File: config.mk
export PLATFORM = sky130hd
export DESIGN_NAME = mdio_receiver_flat
export DESIGN_NICKNAME = d
export VERILOG_FILES = /design/src/rtl/mdio_receiver_if.sv /design/src/rtl/mdio_receiver.sv /design/src/flat_wrapper.sv
export SDC_FILE = /design/constraint.sdc
export NUM_CORES = 1
export LEC_CHECK = 0
export CAP_MARGIN = 20
export CORE_MARGIN = 5
export CORE_UTILIZATION = 45
export CTS_BUF_LIST = sky130_fd_sc_hd__clkbuf_4
export CTS_CLUSTER_DIAMETER = 120
export DETAILED_ROUTE_END_ITERATION = 8
export PLACE_DENSITY = 0.67
export SLEW_MARGIN = 20
export SYNTH_ARGS = -nofsm -noshare
export SYNTH_HDL_FRONTEND = slang
export SYNTH_SLANG_ARGS = --single-unit
File: constraint.sdc
create_clock -name clk -period 3.4 [get_ports clk]
set_clock_uncertainty 0.1 [all_clocks]
set_input_delay 1.02 -clock clk [delete_from_list [all_inputs] [get_ports clk]]
set_output_delay 1.02 -clock clk [all_outputs]
set_load 0.01 [all_outputs]
File: src/rtl/mdio_receiver_if.sv
// Bundle for the mdio_receiver: serial MDIO lines plus the local register-file port.
// master = generator / register-file side, slave = mdio_receiver.
interface mdio_receiver_if;
    logic        MDC;
    logic        MDIO_OUT;
    logic        MDIO_OE;
    logic [15:0] RD_DATA;
    logic        MDIO_IN;
    logic        MDIO_IN_OE;
    logic [4:0]  ADDR;
    logic [15:0] WR_DATA;
    logic        WR_STB;
    logic        RD_REQ;
    logic        FRAME_DONE;
    logic        FRAME_ERR;

    modport master (
        output MDC, MDIO_OUT, MDIO_OE, RD_DATA,
        input  MDIO_IN, MDIO_IN_OE, ADDR, WR_DATA, WR_STB, RD_REQ, FRAME_DONE, FRAME_ERR
    );

    modport slave (
        input  MDC, MDIO_OUT, MDIO_OE, RD_DATA,
        output MDIO_IN, MDIO_IN_OE, ADDR, WR_DATA, WR_STB, RD_REQ, FRAME_DONE, FRAME_ERR
    );
endinterface

File: src/rtl/mdio_receiver.sv
// Clause-22 MDIO PHY-side receiver: decodes write/read frames, serialises read data back.
// Optional PHYAD filtering is enabled by defining MDIO_ADDR_CHECK_EN.
module mdio_receiver #(
    parameter logic [4:0] PHY_ADDR = 5'd1,
    parameter logic [1:0] ST_CODE  = 2'b01
) (
    input  logic           clk,
    input  logic           rst,
    mdio_receiver_if.slave bus
);

    typedef enum logic [2:0] {IDLE, HDR, WTA, WDAT, RTA, RDAT, SKIP} state_t;

`ifdef MDIO_ADDR_CHECK_EN
    localparam logic ADDR_CHECK = 1'b1;
`else
    localparam logic ADDR_CHECK = 1'b0;
`endif

    state_t      state_q, state_d;
    logic        mdc_q;
    logic [4:0]  cnt_q, cnt_d;
    logic [13:0] hdr_q, hdr_d;
    logic [15:0] wsh_q, wsh_d;
    logic [15:0] tx_q, tx_d;
    logic [4:0]  addr_q, addr_d;
    logic [15:0] wr_data_q, wr_data_d;
    logic        wr_stb_q, wr_stb_d;
    logic        rd_req_q, rd_req_d;
    logic        done_q, done_d;
    logic        err_q, err_d;
    logic        mdio_in_q, mdio_in_d;
    logic        mdio_in_oe_q, mdio_in_oe_d;

    logic        rise_s;
    logic [13:0] hdr_shift_s;
    logic [15:0] wsh_shift_s;
    logic [4:0]  cnt_inc_s;
    logic        op_ok_s;
    logic        phy_ok_s;

    assign rise_s      = bus.MDC & ~mdc_q;
    assign hdr_shift_s = {hdr_q[12:0], bus.MDIO_OUT};
    assign wsh_shift_s = {wsh_q[14:0], bus.MDIO_OUT};
    assign cnt_inc_s   = cnt_q + 5'd1;
    assign op_ok_s     = (hdr_shift_s[11:10] == 2'b01) || (hdr_shift_s[11:10] == 2'b10);
    assign phy_ok_s    = !ADDR_CHECK || (hdr_shift_s[9:5] == PHY_ADDR);

    // State and output registers
    always_ff @(posedge clk or posedge rst) begin
        if (rst) begin
            state_q      <= IDLE;
            mdc_q        <= 1'b0;
            cnt_q        <= 5'd0;
            hdr_q        <= 14'd0;
            wsh_q        <= 16'd0;
            tx_q         <= 16'd0;
            addr_q       <= 5'd0;
            wr_data_q    <= 16'd0;
            wr_stb_q     <= 1'b0;
            rd_req_q     <= 1'b0;
            done_q       <= 1'b0;
            err_q        <= 1'b0;
            mdio_in_q    <= 1'b0;
            mdio_in_oe_q <= 1'b0;
        end else begin
            state_q      <= state_d;
            mdc_q        <= bus.MDC;
            cnt_q        <= cnt_d;
            hdr_q        <= hdr_d;
            wsh_q        <= wsh_d;
            tx_q         <= tx_d;
            addr_q       <= addr_d;
            wr_data_q    <= wr_data_d;
            wr_stb_q     <= wr_stb_d;
            rd_req_q     <= rd_req_d;
            done_q       <= done_d;
            err_q        <= err_d;
            mdio_in_q    <= mdio_in_d;
            mdio_in_oe_q <= mdio_in_oe_d;
        end
    end

    // Frame decode: next state, counters, shift registers and strobes
    always_comb begin
        state_d      = state_q;
        cnt_d        = cnt_q;
        hdr_d        = hdr_q;
        wsh_d        = wsh_q;
        tx_d         = tx_q;
        addr_d       = addr_q;
        wr_data_d    = wr_data_q;
        wr_stb_d     = 1'b0;
        rd_req_d     = 1'b0;
        done_d       = 1'b0;
        err_d        = 1'b0;
        mdio_in_d    = mdio_in_q;
        mdio_in_oe_d = mdio_in_oe_q;

        case (state_q)
            IDLE: begin
                cnt_d = 5'd0;
                if (rise_s && bus.MDIO_OE && (bus.MDIO_OUT == ST_CODE[1])) begin
                    state_d = HDR;
                    cnt_d   = 5'd1;
                    hdr_d   = {13'd0, bus.MDIO_OUT};
                end else begin
                    state_d = IDLE;
                end
            end
            HDR: begin
                if (!bus.MDIO_OE) begin
                    err_d   = 1'b1;
                    state_d = IDLE;
                    cnt_d   = 5'd0;
                end else if (rise_s) begin
                    hdr_d = hdr_shift_s;
                    cnt_d = cnt_inc_s;
                    if (cnt_q == 5'd13) begin
                        if ((hdr_shift_s[13:12] != ST_CODE) || !op_ok_s) begin
                            err_d   = 1'b1;
                            state_d = SKIP;
                        end else if (!phy_ok_s) begin
                            state_d = SKIP;
                        end else begin
                            addr_d = hdr_shift_s[4:0];
                            if (hdr_shift_s[11:10] == 2'b01) begin
                                state_d = WTA;
                            end else begin
                                state_d  = RTA;
                                rd_req_d = 1'b1;
                            end
                        end
                    end else begin
                        state_d = HDR;
                    end
                end else begin
                    state_d = HDR;
                end
            end
            WTA: begin
                if (!bus.MDIO_OE) begin
                    err_d   = 1'b1;
                    state_d = IDLE;
                    cnt_d   = 5'd0;
                end else if (rise_s) begin
                    cnt_d = cnt_inc_s;
                    if ((cnt_q == 5'd14) && !bus.MDIO_OUT) begin
                        err_d   = 1'b1;
                        state_d = SKIP;
                    end else if (cnt_q == 5'd15) begin
                        err_d   = bus.MDIO_OUT;
                        state_d = bus.MDIO_OUT ? SKIP : WDAT;
                    end else begin
                        state_d = WTA;
                    end
                end else begin
                    state_d = WTA;
                end
            end
            WDAT: begin
                if (!bus.MDIO_OE) begin
                    err_d   = 1'b1;
                    state_d = IDLE;
                    cnt_d   = 5'd0;
                end else if (rise_s) begin
                    wsh_d = wsh_shift_s;
                    cnt_d = cnt_inc_s;
                    if (cnt_q == 5'd31) begin
                        wr_data_d = wsh_shift_s;
                        wr_stb_d  = 1'b1;
                        done_d    = 1'b1;
                        state_d   = IDLE;
                        cnt_d     = 5'd0;
                    end else begin
                        state_d = WDAT;
                    end
                end else begin
                    state_d = WDAT;
                end
            end
            RTA: begin
                if (rise_s) begin
                    cnt_d = cnt_inc_s;
                    if (cnt_q == 5'd14) begin
                        mdio_in_oe_d = 1'b1;
                        mdio_in_d    = 1'b0;
                    end else if (cnt_q == 5'd15) begin
                        tx_d      = bus.RD_DATA;
                        mdio_in_d = bus.RD_DATA[15];
                        state_d   = RDAT;
                    end else begin
                        state_d = RTA;
                    end
                end else begin
                    state_d = RTA;
                end
            end
            RDAT: begin
                if (rise_s) begin
                    cnt_d = cnt_inc_s;
                    // The count-31 rise is where the generator samples bit0, so release only then.
                    if (cnt_q == 5'd31) begin
                        mdio_in_oe_d = 1'b0;
                        mdio_in_d    = 1'b0;
                        done_d       = 1'b1;
                        state_d      = IDLE;
                        cnt_d        = 5'd0;
                    end else begin
                        tx_d      = {tx_q[14:0], 1'b0};
                        mdio_in_d = tx_q[14];
                    end
                end else begin
                    state_d = RDAT;
                end
            end
            SKIP: begin
                if (rise_s) begin
                    cnt_d = cnt_inc_s;
                    if (cnt_q == 5'd31) begin
                        state_d = IDLE;
                        cnt_d   = 5'd0;
                    end else begin
                        state_d = SKIP;
                    end
                end else begin
                    state_d = SKIP;
                end
            end
            default: begin
                state_d      = IDLE;
                cnt_d        = 5'd0;
                mdio_in_oe_d = 1'b0;
                mdio_in_d    = 1'b0;
            end
        endcase
    end

    assign bus.MDIO_IN    = mdio_in_q;
    assign bus.MDIO_IN_OE = mdio_in_oe_q;
    assign bus.ADDR       = addr_q;
    assign bus.WR_DATA    = wr_data_q;
    assign bus.WR_STB     = wr_stb_q;
    assign bus.RD_REQ     = rd_req_q;
    assign bus.FRAME_DONE = done_q;
    assign bus.FRAME_ERR  = err_q;

endmodule
File: src/flat_wrapper.sv
// flat-port wrapper written by rule: the top's interface ports become plain ports
module mdio_receiver_flat 
#(
    parameter logic [4:0] PHY_ADDR = 5'd1,
    parameter logic [1:0] ST_CODE  = 2'b01
)
  (clk, rst, bus_MDC, bus_MDIO_OUT, bus_MDIO_OE, bus_RD_DATA, bus_MDIO_IN, bus_MDIO_IN_OE, bus_ADDR, bus_WR_DATA, bus_WR_STB, bus_RD_REQ, bus_FRAME_DONE, bus_FRAME_ERR);
  mdio_receiver_if bus_i ();
  input  logic clk;
  input  logic rst;
  input wire logic [$bits(bus_i.MDC)-1:0] bus_MDC;
  input wire logic [$bits(bus_i.MDIO_OUT)-1:0] bus_MDIO_OUT;
  input wire logic [$bits(bus_i.MDIO_OE)-1:0] bus_MDIO_OE;
  input wire logic [$bits(bus_i.RD_DATA)-1:0] bus_RD_DATA;
  output wire logic [$bits(bus_i.MDIO_IN)-1:0] bus_MDIO_IN;
  output wire logic [$bits(bus_i.MDIO_IN_OE)-1:0] bus_MDIO_IN_OE;
  output wire logic [$bits(bus_i.ADDR)-1:0] bus_ADDR;
  output wire logic [$bits(bus_i.WR_DATA)-1:0] bus_WR_DATA;
  output wire logic [$bits(bus_i.WR_STB)-1:0] bus_WR_STB;
  output wire logic [$bits(bus_i.RD_REQ)-1:0] bus_RD_REQ;
  output wire logic [$bits(bus_i.FRAME_DONE)-1:0] bus_FRAME_DONE;
  output wire logic [$bits(bus_i.FRAME_ERR)-1:0] bus_FRAME_ERR;
  assign bus_i.MDC = bus_MDC;
  assign bus_i.MDIO_OUT = bus_MDIO_OUT;
  assign bus_i.MDIO_OE = bus_MDIO_OE;
  assign bus_i.RD_DATA = bus_RD_DATA;
  assign bus_MDIO_IN = bus_i.MDIO_IN;
  assign bus_MDIO_IN_OE = bus_i.MDIO_IN_OE;
  assign bus_ADDR = bus_i.ADDR;
  assign bus_WR_DATA = bus_i.WR_DATA;
  assign bus_WR_STB = bus_i.WR_STB;
  assign bus_RD_REQ = bus_i.RD_REQ;
  assign bus_FRAME_DONE = bus_i.FRAME_DONE;
  assign bus_FRAME_ERR = bus_i.FRAME_ERR;
  mdio_receiver #(.PHY_ADDR(PHY_ADDR), .ST_CODE(ST_CODE)) u_core (.clk(clk), .rst(rst), .bus(bus_i));
endmodule
# After elaboration in Yosys (flattened, before gate mapping)
# Cells that the tools add are included.
# op_classes
n_eq_ne	26
n_bitwise	5
addsub	1
reduce_logical	21
mux	71
# ops
op	count
$mux W15	5
$mux W3	17
$mux W13	3
$mux W1	31
$pmux W15 S2	1
$pmux W13 S2	1
$mux W5	5
$pmux W5 S5	1
$pmux W3 S7	1
$ne A2 B1 Y1 const B	8
$eq A5 B4 Y1 const B	3
$reduce_and A4 Y1	3
$reduce_and A5 Y1	2
$eq A3 B3 Y1 const B	3
$pmux W1 S3	3
$eq A3 B2 Y1 const B	2
$ne A2 B2 Y1 const B	3
$ne A3 B3 Y1 const B	2
$reduce_and A6 Y1	1
$add A5 B1 Y5 const B	1
$eq A5 B5 Y1 const B	1
$reduce_or A5 Y1	1
$mux W2	2
$not A1 Y1	4
14 further kinds	20
# totals
input_bits	21
register_bits	79
output_inout_bits	27

# Depth between registers and ports, before layout
# depth
ltp_word	9
depth_mapped	8
depth_no_buf	7

# Worst setup path before layout
# Ideal clock, no wire load.
# synth_timing
path_kind	register to register
from	register u_core.cnt_q[0]
to	register u_core.tx_q[14]
path_stages_with_launch	8
t_arrival_ps	1970
path_slack_ps	1205
synth_period_minus_slack_ps	2195
n_path_buf	1
cell_sequence	dfrtp_1 ha_1 and3_1 ha_1 and2b_1 o21ai_4 buf_12 mux2_4
# synth_between
elab_chain_cells	3
elab_cells_between_ends	7
classes_between	6 x eq/ne; 1 x reduce/logical
# synth_rtl
item	line_no	rtl
start, declared	mdio_receiver.sv:22	logic [4:0] cnt_q, cnt_d;
start signal, assigned	mdio_receiver.sv:69	cnt_q <= cnt_d;
$eq A5 B5 Y1 (tied with other cells)	mdio_receiver.sv:203	if (cnt_q == 5'd31) begin
$ne A2 B2 Y1 (no source line) or $ne A2 B1 Y1 (tied branches)	-	
$reduce_and A6 Y1 (no source line) *	-	
end signal, assigned	mdio_receiver.sv:72	tx_q <= tx_d;
end, declared	mdio_receiver.sv:25	logic [15:0] tx_q, tx_d;
# Mark *: on every way between the ends. The rest lies on a longest branch, timed or not.
# A chain may end at the register's enable or synchronous reset.

# Final worst setup path
# layout_timing
from	input bus_MDC
to	register u_core.state_q[0]
# layout_between
elab_chain_cells	5
elab_cells_between_ends	17
classes_between	2 x eq/ne; 11 x mux; 1 x bitwise; 3 x reduce/logical
# layout_rtl
item	line_no	rtl
start, declared	flat_wrapper.sv:11	input wire logic [$bits(bus_i.MDC)-1:0] bus_MDC;
$and A1 B1 Y1 *	mdio_receiver.sv:42	assign rise_s = bus.MDC & ~mdc_q;
$logic_and A1 B1 Y1 (2 in a row)	mdio_receiver.sv:103	if (rise_s && bus.MDIO_OE && (bus.MDIO_OUT == ST_CODE[1])) begin
$mux W1	mdio_receiver.sv:103	
$pmux W3 S7	mdio_receiver.sv:100	case (state_q)
end signal, assigned	mdio_receiver.sv:67	state_q <= state_d;
end, declared	mdio_receiver.sv:20	state_t state_q, state_d;
# Marked as above.

==> flow_metrics.tcl <==
set metrics [dict create \
    status "completed" \
    yosys_warnings 0 \
    drive_gt1_share_pct 23.6 \
    synth_enable_flop_cells 0 \
    power.internal_uw 1230 \
    synthCells 279 \
    crit_slowest_cell "clkdlybuf4s50_1" \
    power.density_nw_per_um2 358 \
    dpl.hpwl_mm 4.89 \
    fp.dieH_um 102 \
    drtIter0Drc 84 \
    total_power_uw 1620 \
    grt_max_degree 41 \
    h-tree-depth 3 \
    async_reset_ff_share_pct 100 \
    syn_nets 306 \
    ctsResizeCount 0 \
    gr-total-overflow 0 \
    vias 2312 \
    timing.final.crit_period_ps 2560 \
    crit_fanout 6 \
    syn_avg_cell_area_um2 13.6 \
    timing.fmax_mhz 390 \
    cts_inserted_buffers 9 \
    seq_area_frac_synth_pct 52.0 \
    end_kind "flip-flop" \
    cts_tree "built" \
    worstSetupPathType "in2reg" \
    path_delay_family "compound AO/OA/AOI/OAI gates" \
    io_pins 48 \
    design.die.area_um2 10400 \
    synth_cell_types 62 \
    grt_pass1_wl_mm 12.2 \
    cts.sinks 79 \
    power_frac_clock_pct 35.2 \
    maxCapViolCount 0 \
    ant_nets 0 \
    drc 0 \
    setup.worst_path.start "bus_MDC" \
    core_area_um2 8220 \
    vias_per_cell 5.25 \
    hold_depth 1 \
    diodes 0 \
    r2r-start "u_core.cnt_q[0]$_DFF_PP0_" \
    grt_pass1_vias 2447 \
    wirelength_mm 6.99 \
    grt_antenna_before_repair 0 \
    cp.arrival_ps 2750 \
    synth.cell_area_um2 3800 \
    max_stage_delay_ps 600 \
    hold_class "reg2reg" \
    required_ps 3580 \
    crit_chain "clkdlybuf4s50_1, nor2b_1, o32ai_1, a221oi_1, o211ai_1" \
    ys_ff_latch 79 \
    port_buffers 47 \
    hold_viol 0 \
    post-cts-setup-buffers 0 \
    synthFlopType "dfrtp_1" \
    area_growth_pct 18.6 \
    rr_endpoint "u_core.tx_q[11]$_DFFE_PP0P_" \
    holdBufCountCts 0 \
    ir_drop_mv 0.219 \
    rows 33 \
    comb_power_share_pct 5.7 \
    setup-violations-final 0 \
    ff2ff_path_depth 6 \
    worst-path-buf-inv 1 \
    tightest_slew_ps 731 \
    insertion_delay_ps 410 \
    final.setup.tns_ps 0 \
    switching_share_pct 24.0 \
    slew_headroom_pct 51.2 \
    grt_usage_pct 15.1 \
    drv_slew 0 \
    min_period_over_period_pct 75.4 \
    r2r_slack_ps 920 \
    hold_end "u_core.hdr_q[6]$_DFFE_PP0P_" \
    power_leakage_uw 0.00227 \
    start_util_pct 46.3 \
    clockRootBuffer "clkbuf_4" \
    cp-start-kind "input port" \
    die_x_um 102 \
    power.switching_uw 388 \
    nNetsFinal 357 \
    hp-start "u_core.hdr_q[5]$_DFFE_PP0P_" \
    grt_setup_unrepaired "no" \
    gp_congestion 0.851 \
    clkTransAtPathRegs_ps 140 \
    clk_path_buf_depth 2 \
    wire_per_inst_um 15.9 \
    drtPass1Iterations 4 \
    seqPwrFrac_pct 59.1 \
]
-- power by group through the flow --
stage	registers (uW)	logic (uW)	clock network (uW)
global placement	973	93.6	0
detailed placement	973	94.7	0
floorplan	970	53.7	0
global route	956	104	633
finish	955	93.0	569
CTS	955	95.0	591
-- flip-flops by register name (all words and copies together), names as in the netlist --
register,count
u_core.bus.WR_DATA,16
u_core.tx_q,15
u_core.wsh_q,15
u_core.hdr_q,13
u_core.bus.ADDR,5
u_core.cnt_q,5
u_core.state_q,3
u_core.bus.FRAME_DONE,1
u_core.bus.FRAME_ERR,1
u_core.bus.MDIO_IN,1
u_core.bus.MDIO_IN_OE,1
u_core.bus.RD_REQ,1
u_core.bus.WR_STB,1
u_core.mdc_q,1
-- cells in the mapped netlist, drive strengths merged (2+ instances only) --
cell | instances | area share (%)
a31oi | 3 | 0.66
nand3b | 3 | 0.92
nand4bb | 3 | 1.3
nor2b | 2 | 0.33
nand2 | 13 | 1.5
a22o | 12 | 2.8
nor3b | 3 | 0.59
nor3 | 4 | 0.66
nor2 | 9 | 1.5
and3 | 2 | 0.46
xor2 | 2 | 0.46
dfrtp | 79 | 52
ha | 6 | 2.0
o211ai | 3 | 0.72
inv | 11 | 1.1
a21oi | 6 | 0.79
clkbuf | 5 | 0.59
nand3 | 4 | 0.53
buf | 10 | 2.3
o21ai | 7 | 1.2
a221oi | 2 | 0.46
mux2 | 65 | 22
nand4 | 2 | 0.33
nand2b | 3 | 0.49
-- cells in the final DEF (no fill, tap or decap), types with 3 or more instances in the layout --
cell type / netlist / final
dfrtp_1: 79 / 79
nor3_1: 3 / 3
mux2_1: 25 / 25
o21ai_0: 5 / 5
nand3_1: 4 / 4
buf_4: 1 / 7
a22o_1: 12 / 12
clkdlybuf4s50_1: 0 / 47
nor3b_1: 3 / 3
inv_1: 11 / 10
ha_1: 6 / 6
nand2_1: 11 / 11
a21oi_1: 6 / 6
mux2_4: 24 / 24
mux2_2: 16 / 16
clkbuf_4: 1 / 10
nand2b_1: 3 / 3
nor2_1: 7 / 7
-- worst max-delay path by stage --
stage | depth (start not counted) | to
after floorplan | 1 | u_core.bus.ADDR[0]$_DFFE_PP0P_
after global placement | 5 | u_core.state_q[0]$_DFFE_PP0P_
after detailed placement | 5 | u_core.state_q[0]$_DFFE_PP0P_
after CTS | 5 | u_core.state_q[0]$_DFFE_PP0P_
after global routing | 5 | u_core.state_q[0]$_DFFE_PP0P_
final | 5 | u_core.state_q[0]$_DFFE_PP0P_
-- through the flow --
stage	util (%)	worst slack [ps]	area (um2)	hold WS [ps]	instances
after floorplan	-	257	3800	366	279
after global placement	53.2	445	4370	376	424
after detailed placement	53.2	407	4370	380	424
after CTS	54.9	871	4510	410	440
after global routing	54.9	797	4510	425	440
final	54.9	835	4510	402	440
-- worst reg2reg max path, cell delays in order (launching register included) --
cell	delay, ps
dfrtp_1	460
ha_1	230
and3_1	210
ha_1	280
and3_4	200
o21ai_4	500
mux2_2	410
-- routing by layer --
metal	track usage (%)	share of wire (%)	up-vias	wire length [um]
li1	-	-	1117	-
met4	4.34	1.3	0	88
met5	0	0	-	0
met1	21.2	49	1146	3450
met3	4.23	4.1	6	284
met2	22.8	45	43	3170
-- kinds of logic (layout without fill, tap and decap cells) --
logic type | after synthesis | after routing | synth area share [%]
AO/OA/AOI/OAI | 45 | 45 | 9.27
buffers and inverters | 26 | 82 | 3.95
multiplexers | 66 | 66 | 21.9
flip-flops | 79 | 79 | 52.0
XOR/XNOR | 2 | 2 | 0.460
AND/OR/NAND/NOR | 55 | 55 | 10.5
adder cells (fa/ha/maj) | 6 | 6 | 1.97
-- cell type report --
type | instances | area [um2]
fill | 699 | 3700
sequential | 79 | 1980
multi-input combinational | 174 | 1680
timing repair buffer | 55 | 543
tap | 105 | 131
clock buffer | 10 | 75.1
clock inverter | 6 | 67.6
inverter | 11 | 41.3
Note: power is estimated with default switching activity, not from simulation.
